### src/rtl/sdram_port_arb.sv
// sdram_port_arb: burst-bounded round-robin arbiter for the SDRAM command port
// Define SDRAM_ARB_STATS_EN to build the saturating write/read command counters.
module sdram_port_arb #(
  parameter int BURST_MAX = 16,
  parameter int RD_OUTST_MAX = 4,
  parameter int AW = 24,
  parameter int DW = 16
) (
  input  logic          sdram_clk,
  input  logic          rst,
  input  logic          sdram_init_done,
  input  logic          wr_valid,
  output logic          wr_ready,
  input  logic [AW-1:0] wr_addr,
  input  logic [DW-1:0] wr_data,
  input  logic          rd_req_valid,
  output logic          rd_req_ready,
  input  logic [AW-1:0] rd_addr,
  output logic [DW-1:0] rd_data,
  output logic          rd_data_valid,
  output logic          cmd_valid,
  input  logic          cmd_ready,
  output logic          cmd_wr,
  output logic [AW-1:0] cmd_addr,
  output logic [DW-1:0] cmd_wdata,
  input  logic [DW-1:0] sdram_rdata,
  input  logic          sdram_rdata_valid,
  output logic          err_unexp_rdata,
  output logic [31:0]   wr_cmd_cnt,
  output logic [31:0]   rd_cmd_cnt
);
  localparam int BW = $clog2(BURST_MAX);
  localparam int OW = $clog2(RD_OUTST_MAX + 1);
  typedef enum logic [2:0] {INIT, ARB, WR_GNT, RD_GNT, TURN} state_t;
  state_t state_q;
  logic last_rd_q, err_q;
  logic [BW-1:0] burst_q;
  logic [OW-1:0] outst_q, outst_d;
  logic wr_g, rd_g, rd_ok, rd_elig, hs, at_max, rel, pick_rd;
  always_comb begin
    wr_g = state_q == WR_GNT;
    rd_g = state_q == RD_GNT;
    rd_ok = outst_q < OW'(RD_OUTST_MAX);
    rd_elig = rd_req_valid & rd_ok;
    cmd_valid = sdram_init_done & (wr_g ? wr_valid : rd_g & rd_elig);
    cmd_wr = wr_g;
    cmd_addr = wr_g ? wr_addr : rd_g ? rd_addr : '0;
    cmd_wdata = wr_g ? wr_data : '0;
    wr_ready = sdram_init_done & wr_g & cmd_ready;
    rd_req_ready = sdram_init_done & rd_g & cmd_ready & rd_ok;
    hs = cmd_valid & cmd_ready;
    at_max = burst_q == BW'(BURST_MAX - 1);
    // release only when the other side wants the port; otherwise the grant parks
    rel = (wr_g ? rd_elig : wr_valid) & ((wr_g ? !wr_valid : !rd_elig) | (hs & at_max));
    pick_rd = rd_elig & (!wr_valid | !last_rd_q);
    outst_d = outst_q + OW'(hs & rd_g) - OW'(sdram_rdata_valid && outst_q != '0);
  end
  always_ff @(posedge sdram_clk) begin
    if (rst) begin
      state_q <= INIT;
      last_rd_q <= 1'b1;
      burst_q <= '0;
      outst_q <= '0;
      err_q <= 1'b0;
    end else begin
      outst_q <= outst_d;
      if (sdram_rdata_valid && outst_q == '0) err_q <= 1'b1;
      if (!sdram_init_done) state_q <= INIT;
      else case (state_q)
        INIT: state_q <= ARB;
        ARB: if (wr_valid || rd_elig) begin
          state_q <= pick_rd ? RD_GNT : WR_GNT;
          last_rd_q <= pick_rd;
          burst_q <= '0;
        end
        WR_GNT, RD_GNT: begin
          if (rel) state_q <= TURN;
          if (hs && !at_max) burst_q <= burst_q + BW'(1);
        end
        default: state_q <= ARB;
      endcase
    end
  end
  assign rd_data = sdram_rdata;
  assign rd_data_valid = sdram_rdata_valid;
  assign err_unexp_rdata = err_q;
`ifdef SDRAM_ARB_STATS_EN
  logic [31:0] wr_cnt_q, rd_cnt_q;
  always_ff @(posedge sdram_clk) begin
    if (rst) begin
      wr_cnt_q <= '0;
      rd_cnt_q <= '0;
    end else begin
      if (hs && wr_g && !(&wr_cnt_q)) wr_cnt_q <= wr_cnt_q + 32'd1;
      if (hs && rd_g && !(&rd_cnt_q)) rd_cnt_q <= rd_cnt_q + 32'd1;
    end
  end
  assign wr_cmd_cnt = wr_cnt_q;
  assign rd_cmd_cnt = rd_cnt_q;
`else
  assign wr_cmd_cnt = '0;
  assign rd_cmd_cnt = '0;
`endif
endmodule

### config.mk
export PLATFORM = sky130hd
export DESIGN_NAME = sdram_port_arb
export DESIGN_NICKNAME = d
export VERILOG_FILES = /design/src/rtl/sdram_port_arb.sv
export SDC_FILE = /design/constraint.sdc
export NUM_CORES = 1
export LEC_CHECK = 0
export CAP_MARGIN = 10
export CORE_AREA = 2 2 84 86
export CTS_CLUSTER_SIZE = 30
export DETAILED_ROUTE_END_ITERATION = 10
export DIE_AREA = 0 0 86 88
export GPL_TIMING_DRIVEN = 0
export PLACE_DENSITY = 0.82
export SYNTH_ARGS = -nofsm -noshare
export SYNTH_HDL_FRONTEND = slang
export SYNTH_SLANG_ARGS = --single-unit
export TNS_END_PERCENT = 10
### constraint.sdc
create_clock -name sdram_clk -period 3.26 [get_ports sdram_clk]
set_input_delay 0.652 -clock sdram_clk [delete_from_list [all_inputs] [get_ports sdram_clk]]
set_output_delay 0.652 -clock sdram_clk [all_outputs]
set_load 0.01 [all_outputs]
## After elaboration in Yosys (flattened, before gate mapping)

Cells that the tools add are included.

| storage, ports and cells | value |
|---|---|
| register bits after elaboration | 12 |
| output and inout bits | 126 |
| word-level logic and storage cells | 61 |

| cells by class | value |
|---|---|
| add/sub/neg operators | 3 |
| order comparisons | 1 |
| equal/unequal tests | 7 |
| muxes and demuxes | 13 |
| bitwise operators | 16 |
| reductions and logical operators | 16 |

Operators by type and width:

| operator | number |
|---|---|
| $mux 24 | 2 |
| $mux 16 | 1 |
| $and 1x1->1 | 13 |
| $mux 4 | 2 |
| $pmux 4 s2 | 1 |
| $eq 3x2->1 const B | 2 |
| $mux 3 | 2 |
| $ne 2x2->1 const B | 3 |
| $pmux 3 s2 | 1 |
| $add 4x1->4 const B | 1 |
| $eq 4x4->1 const B | 1 |
| $logic_not 1->1 | 4 |
| $mux 1 | 4 |
| $reduce_and 4->1 | 1 |
| $reduce_or 2->1 | 2 |
| $add 3x1->3 | 1 |
| $eq 3x1->1 const B | 1 |
| $logic_and 1x1->1 | 3 |
| $logic_not 3->1 | 1 |
| $lt 3x3->1 const B | 1 |
| $reduce_and 3->1 | 1 |
| $reduce_bool 3->1 | 1 |
| $sub 3x1->3 | 1 |
| $or 1x1->1 | 2 |
| 4 further kinds | 4 |

## Longest topological paths before layout

Gate-level depths: netlist of the first run.

| logic depth | value |
|---|---|
| depth in word-level cells | 11 |
| gate-level depth with buffers | 12 |
| gate-level depth less buffers | 10 |

## Worst setup path after synthesis of the first run

Ideal clock, no wire load.

| timing | value |
|---|---|
| kind | reg-to-reg |
| start | reg state_q[0] |
| end | reg outst_q[2] |
| library setup time | 115 ps |
| arrival | 2183 ps |
| required time | 3145 ps |
| setup slack | 962 ps |
| stages on the path, launching flop included | 13 |
| period minus slack after synthesis | 2298 ps |
| cell sequence | dfxtp_1 -> buf_4 -> buf_2 -> buf_2 -> nand3_1 -> ha_1 -> inv_1 -> ha_1 -> inv_1 -> fa_1 -> xor2_1 -> xnor2_1 -> nor2_1 |

| between the ends | value |
|---|---|
| longest elaborated chain between the ends | 8 |

Ends and longest elaborated chain:

| what | line | source |
|---|---|---|
| start: declaration | 35 | `state_t state_q;` |
| start signal: assignment | 72 | `state_q <= pick_rd ? RD_GNT : WR_GNT;` |
| $eq 3x2->1 | 42 | `rd_g = state_q == RD_GNT;` |
| $and 1x1->1 | 45 | `cmd_valid = sdram_init_done & (wr_g ? wr_valid : rd_g & rd_elig);` |
| $mux 1 | 45 |  |
| $and 1x1->1 | 45 |  |
| $and 1x1->1 | 51 | `hs = cmd_valid & cmd_ready;` |
| $and 1x1->1 (*) | 56 | `outst_d = outst_q + OW'(hs & rd_g) - OW'(sdram_rdata_valid && outst_q != '0);` |
| $add 3x1->3 (*) | 56 |  |
| $sub 3x1->3 (*) | 56 |  |
| end signal: assignment | 66 | `outst_q <= outst_d;` |
| end: declaration | 38 | `logic [OW-1:0] outst_q, outst_d;` |

Every way passes the cells marked *; elsewhere a longest branch is shown, timed or not.
A chain may end at the register's enable or synchronous reset.

## Worst setup path after layout of the first run

| timing | value |
|---|---|
| start | in rd_req_valid |
| end | out cmd_valid |

| between the ends | value |
|---|---|
| longest elaborated chain between the ends | 4 |

Ends and longest elaborated chain:

| what | line | source |
|---|---|---|
| start: declaration | 16 | `input logic rd_req_valid,` |
| $and 1x1->1 | 44 | `rd_elig = rd_req_valid & rd_ok;` |
| $and 1x1->1 | 45 |  |
| $mux 1 | 45 |  |
| $and 1x1->1 | 45 |  |
| end: declaration | 21 | `output logic cmd_valid,` |

No other way between the ends.

==> results of run 1 <==
## power by group through the flow
stage,combinational [W],clock [W],sequential (W)
final,0.000443,0.000166,0.000192
after global routing,0.000485,0.000183,0.000196
after CTS,0.000442,0.000171,0.000192
after detailed placement,0.000441,0,0.000194
after global placement,0.000428,0,0.000192
after floorplan,0.000274,0,0.000191
## registers in the layout, indices dropped and copies added (netlist names)
signal	cells
burst_q	4
outst_q	3
state_q	3
err_unexp_rdata	1
last_rd_q	1
## layer usage
layer	up-vias	global-route usage	share of wire	wire length [um]
li1	1043	-	-	-
met1	853	0.141	0.33	1920
met2	138	0.267	0.53	3080
met3	6	0.0462	0.12	699
met4	0	0.0274	0.010	59
met5	-	0	0	0
## final cells by class
class	instances	area, um2	area share
buffer	91	656	0.186
clock buffer	4	55.1	0.0156
timing repair buffer	131	1310	0.373
sequential	12	240	0.0683
tap	80	100	0.0284
inverter	6	22.5	0.00640
multi-input combinational	193	1130	0.322
## cells in the mapped netlist, drive strengths merged, types with 2 or more instances
master  number
nor2        29
clkbuf       3
mux2i       26
and2        16
nand2b       3
nand2        4
inv          6
o31ai        2
nand3        3
buf         88
o21ai        5
nor3         3
nor2b        3
a211oi       3
ha           3
a21oi        7
dfxtp       12
## worst max-delay path: cells and delay by family
| family | cells | cell delay, ns |
|---|---|---|
| buffers and inverters | 3 | 1.29 |
| multiplexers | 1 | 0.10 |
| AND/OR/NAND/NOR | 2 | 0.32 |
## cells by family (layout without fill, tap and decap cells)
logic type | Yosys count | after routing
buffers and inverters | 97 | 232
AND/OR/NAND/NOR | 73 | 73
multiplexers | 26 | 26
AO/OA/AOI/OAI | 24 | 24
flip-flops | 12 | 12
adder cells (fa/ha/maj) | 4 | 4
XOR/XNOR | 2 | 2
other | 1 | 64
## worst min path at each step
stage / endpoint / cells past startpoint / slack, ns
after floorplan: burst_q[2] / 2 / 0.46
after global placement: err_unexp_rdata / 2 / 0.46
after detailed placement: err_unexp_rdata / 2 / 0.46
after CTS: err_unexp_rdata / 2 / 0.48
after global routing: err_unexp_rdata / 2 / 0.52
final: err_unexp_rdata / 2 / 0.47
## metrics by stage
step           instance area (um2)  std cells  setup WS, ns  hold slack, ns
2_1_floorplan                 2050        302         0.962           0.464
6_report                      3520        517         0.247           0.473
3_3_place_gp                  3460        513         0.241           0.460
5_1_grt                       3520        517        0.0284           0.521
4_1_cts                       3520        517         0.115           0.478
3_5_place_dp                  3460        513         0.236           0.462
==> reports/metrics.cfg, run 1 <==
[final_layout]
final_nets=529
final_layout_size_suffix_gt1_frac=0.220
syn_to_final_growth_pct=94.0
nFillCells=608
utilization=0.530
diodes=0
final_cell_mix=clkdlybuf4s50_1 (131), buf_4 (82), conb_1 (64)
layout_commonest_cell=clkdlybuf4s50_1

[synthesis]
synth-adder-area-share=0.0317
yosysTopAreaCell=buf_4
syn_area_mm2=0.00181
synth_xor_xnor_area_share=0.00966
synth_area_leaders=buf_4 (34%), mux2i_1 (14%), dfxtp_1 (13%), nor2_1 (6.0%), and2_1 (5.5%)
yosys_warnings=0
synth_flop_cell=dfxtp_1
ys_ff_latch=12
synth_area_per_cell_um2=7.59
synth_mux_area_frac=0.143
synth_edf_count=0
synth_top_area_frac=0.339
synthCells=239
yosys.area_share.simple=0.215
synth_compound_area_frac=0.0917
synth_cell_types=43
async_flop_share=0
ys_seq_area_frac=0.132
synth_top_family_by_area=buffers and inverters

[setup_path]
start_kind=input pin
worstSetupPathType=input pin to primary output
crit_path_end_kind=primary output
worstPathRequired_ns=2.61
r2r_setup_slack_ns=0.68
cp_common_cell=clkdlybuf4s50_1
crit_arrival_ns=2.36
crit_end=cmd_valid
crit_chain=clkdlybuf4s50_1 -> nor2b_1 -> buf_2 -> mux2i_1 -> nor3b_1 -> clkdlybuf4s50_1
slowest_delay_ns=0.61
cp_slowest_cell=clkdlybuf4s50_1
startpoint=rd_req_valid
crit_path_max_fanout=10
reg2regPathDepth=12
r2r-end=outst_q[2]
r2r-start=state_q[0]

[timing]
post-route-period-util=0.924
min_period_ns=3.01
rsz0062_at_grt=false
max_freq_mhz=332
hold_viol=0
finClkSkew_ns=0.00425
slew_viol_final=0
setup_viol=0
setup_tns_ns=0

[placed_design]
gp_congestion=0.854
dp_hpwl_um=5080
port-buffer-count=131

[hold_path]
hold_path_startpoint=err_unexp_rdata
hold_path_class=flop to flop

[grt]
gr-total-overflow=0
antenna_found_initial=0
track_usage=0.137
grt_pass1_wl_um=8490
grt_max_degree=11
grt_pass1_vias=1902

[power_and_ir_drop]
power_leakage_nw=1.62
seqPwrFrac=0.240
p_int_w=0.000540
vdd_drop_max_uv=230
comb_power_share=0.553
powerDensity_mw_per_mm2=227
p_switching_w=0.000260
sw_frac_of_total=0.325
clock_power_share=0.207
power_w=0.000800

[outcome]
outcome=finished, final reports clean

[detailed_routing]
drt-initial-drc-count=45
drt_first_pass_iters=4
wl_per_cell_um=11.2
vias_per_cell=3.95
ant_nets=0
dr_total_vias=2040
wirelength_um=5770
drc_errors=0

[clock_tree]
cts_tree=yes
clk_pin_slew_worst_paths_ns=0.05
hold_buffers=0
root_buffer=clkbuf_8
cts_max_path_buffers=2
htreeDepth=1
cts_buffers=3
clk_latency_ns=0.24
cts-resized-gates=0
numClockSinks=12
post-cts-setup-buffers=0

[floorplan]
core_area_mm2=0.00664
initial_core_util=0.273
fp.dieW_um=86
dieArea_mm2=0.00757
io_pins=213
die_h_um=88
num_rows=30

[job]
max_cap_violations=0

Power figures use the tool's default switching activity.
==> inputs of run 2 (changes only) <==
--- a/config.mk
+++ b/config.mk
@@ -11,7 +11,8 @@
 export DETAILED_ROUTE_END_ITERATION = 10
 export DIE_AREA = 0 0 86 88
 export GPL_TIMING_DRIVEN = 0
-export PLACE_DENSITY = 0.82
+export PLACE_DENSITY = 0.84
+export SETUP_SLACK_MARGIN = 0.15
 export SYNTH_ARGS = -nofsm -noshare
 export SYNTH_HDL_FRONTEND = slang
 export SYNTH_SLANG_ARGS = --single-unit
==> reports/metrics.cfg, run 2 (same netlist as run 1, synthesis figures left out) <==
[job]
max_cap_violations=0

[placed_design]
dpl_worst_slack_ns=0.178
dp_hpwl_um=4970
gp_congestion=0.749
port-buffer-count=131

[timing]
hold_viol=0
setup_tns_ns=0
post-route-period-util=0.898
relSlewSlack=0.662
max_freq_mhz=342
finClkSkew_ns=0.000401
setup_viol=0
min_period_ns=2.93
max_slew.worst_pin.slew_ns=0.506
slew_viol_final=0
rsz0062_at_grt=true
worst_slack_ns=0.332

[final_layout]
diodes=0
final_cell_mix=clkdlybuf4s50_1 (130), buf_4 (82), conb_1 (64)
layout_commonest_cell=clkdlybuf4s50_1
largest-register=burst_q
final_nets=529
top_regs=burst_q: 4 flops, outst_q: 3 flops, state_q: 3 flops
utilization=0.529
largest_reg_flops=4
syn_to_final_growth_pct=93.7
final_layout_size_suffix_gt1_frac=0.218
nFillCells=643

[grt]
grt_max_degree=11
gr-total-overflow=0
grt_pass1_vias=1854
grt_pass1_wl_um=8290
antenna_found_initial=0
track_usage=0.134

[floorplan]
io_pins=213
initial_core_util=0.273
core_area_mm2=0.00664
die_h_um=88
dieArea_mm2=0.00757
fp.dieW_um=86
num_rows=30

[detailed_routing]
drt_first_pass_iters=4
ant_nets=0
wl_per_cell_um=11.1
dr_total_vias=2046
drt-initial-drc-count=28
wirelength_um=5710
vias_per_cell=3.97
drc_errors=0

[clock_tree]
numClockSinks=12
cts_tree=yes
root_buffer=clkbuf_8
hold_buffers=0
cts_max_path_buffers=2
clk_pin_slew_worst_paths_ns=0.05
htreeDepth=1
clk_latency_ns=0.25
cts_buffers=3

[setup_path]
worstPathRequired_ns=2.61
crit_path_max_fanout=10
crit_path_end_kind=primary output
start_kind=flop
cp_slowest_cell=clkdlybuf4s50_1
cp_common_cell=clkbuf_1
slowest_delay_ns=0.55
worstSetupPathType=flop to primary output
crit_chain=nand2b_1 -> clkbuf_1 -> nor2_4 -> clkbuf_1 -> and2_1 -> clkdlybuf4s50_1
crit_arrival_ns=2.28

[outcome]
outcome=finished, final reports clean

[power_and_ir_drop]
powerDensity_mw_per_mm2=219
power_leakage_nw=1.63
vdd_drop_max_uv=191

[hold_path]
hold_path_class=flop to flop

==> run 2: cell type report <==
cell class                      count  area, um2  area share
Buffer                             91        656       0.187
Inverter                            6       22.5     0.00641
Clock buffer                        3       41.3      0.0118
Sequential cell                    12        240      0.0684
Tap cell                           80        100      0.0285
Timing Repair Buffer              131       1310       0.374
Multi-Input combinational cell    193       1140       0.324
==> run 2: critical path: cells and delay by family (launching register included) <==
family                 cells  cell delay (ns)
buffers and inverters      3             1.11
and+or+nand+nor            3             0.58
DFF                        1             0.34
==> run 2: where the power goes <==
part | internal, W | switching, W
Combinational | 0.000262 | 0.000180
Sequential | 0.000170 | 0.0000198
Clock | 0.0000816 | 0.0000571
Total | 0.000514 | 0.000257
==> run 2: layer usage <==
metal | wire length (um) | global-route usage | vias up
met3 | 726 | 0.0500 | 7
met4 | 76 | 0.0289 | 0
met2 | 2860 | 0.245 | 137
li1 | - | - | 1046
met5 | 0 | 0 | -
met1 | 2040 | 0.147 | 856
==> run 2: final timing paths <==
| kind | from | to | slack (ns) | cells past startpoint |
|---|---|---|---|---|
| worst max-delay path | state_q[2] | cmd_wdata[10] | 0.33 | 6 |
| worst min-delay path | err_unexp_rdata | err_unexp_rdata | 0.48 | 2 |
| worst max register to register | state_q[0] | outst_q[2] | 0.65 | 12 |
| worst min register to register | err_unexp_rdata | err_unexp_rdata | 0.48 | 2 |
==> run 2: repair_timing <==
action	in CTS	in global routing
buffers inserted	0	0
gates resized for setup	1	2
endpoints found under the setup margin	9	10
==> run 2: stage by stage <==
stage	hold slack, ns	cells	power [W]	instance area [um2]
6_report	0.477	516	0.000771	3510
5_1_grt	0.532	516	0.000835	3510
4_1_cts	0.481	516	0.000776	3510
3_5_place_dp	0.463	513	0.000631	3460
3_3_place_gp	0.452	513	0.000621	3460
2_1_floorplan	0.464	302	0.000465	2050
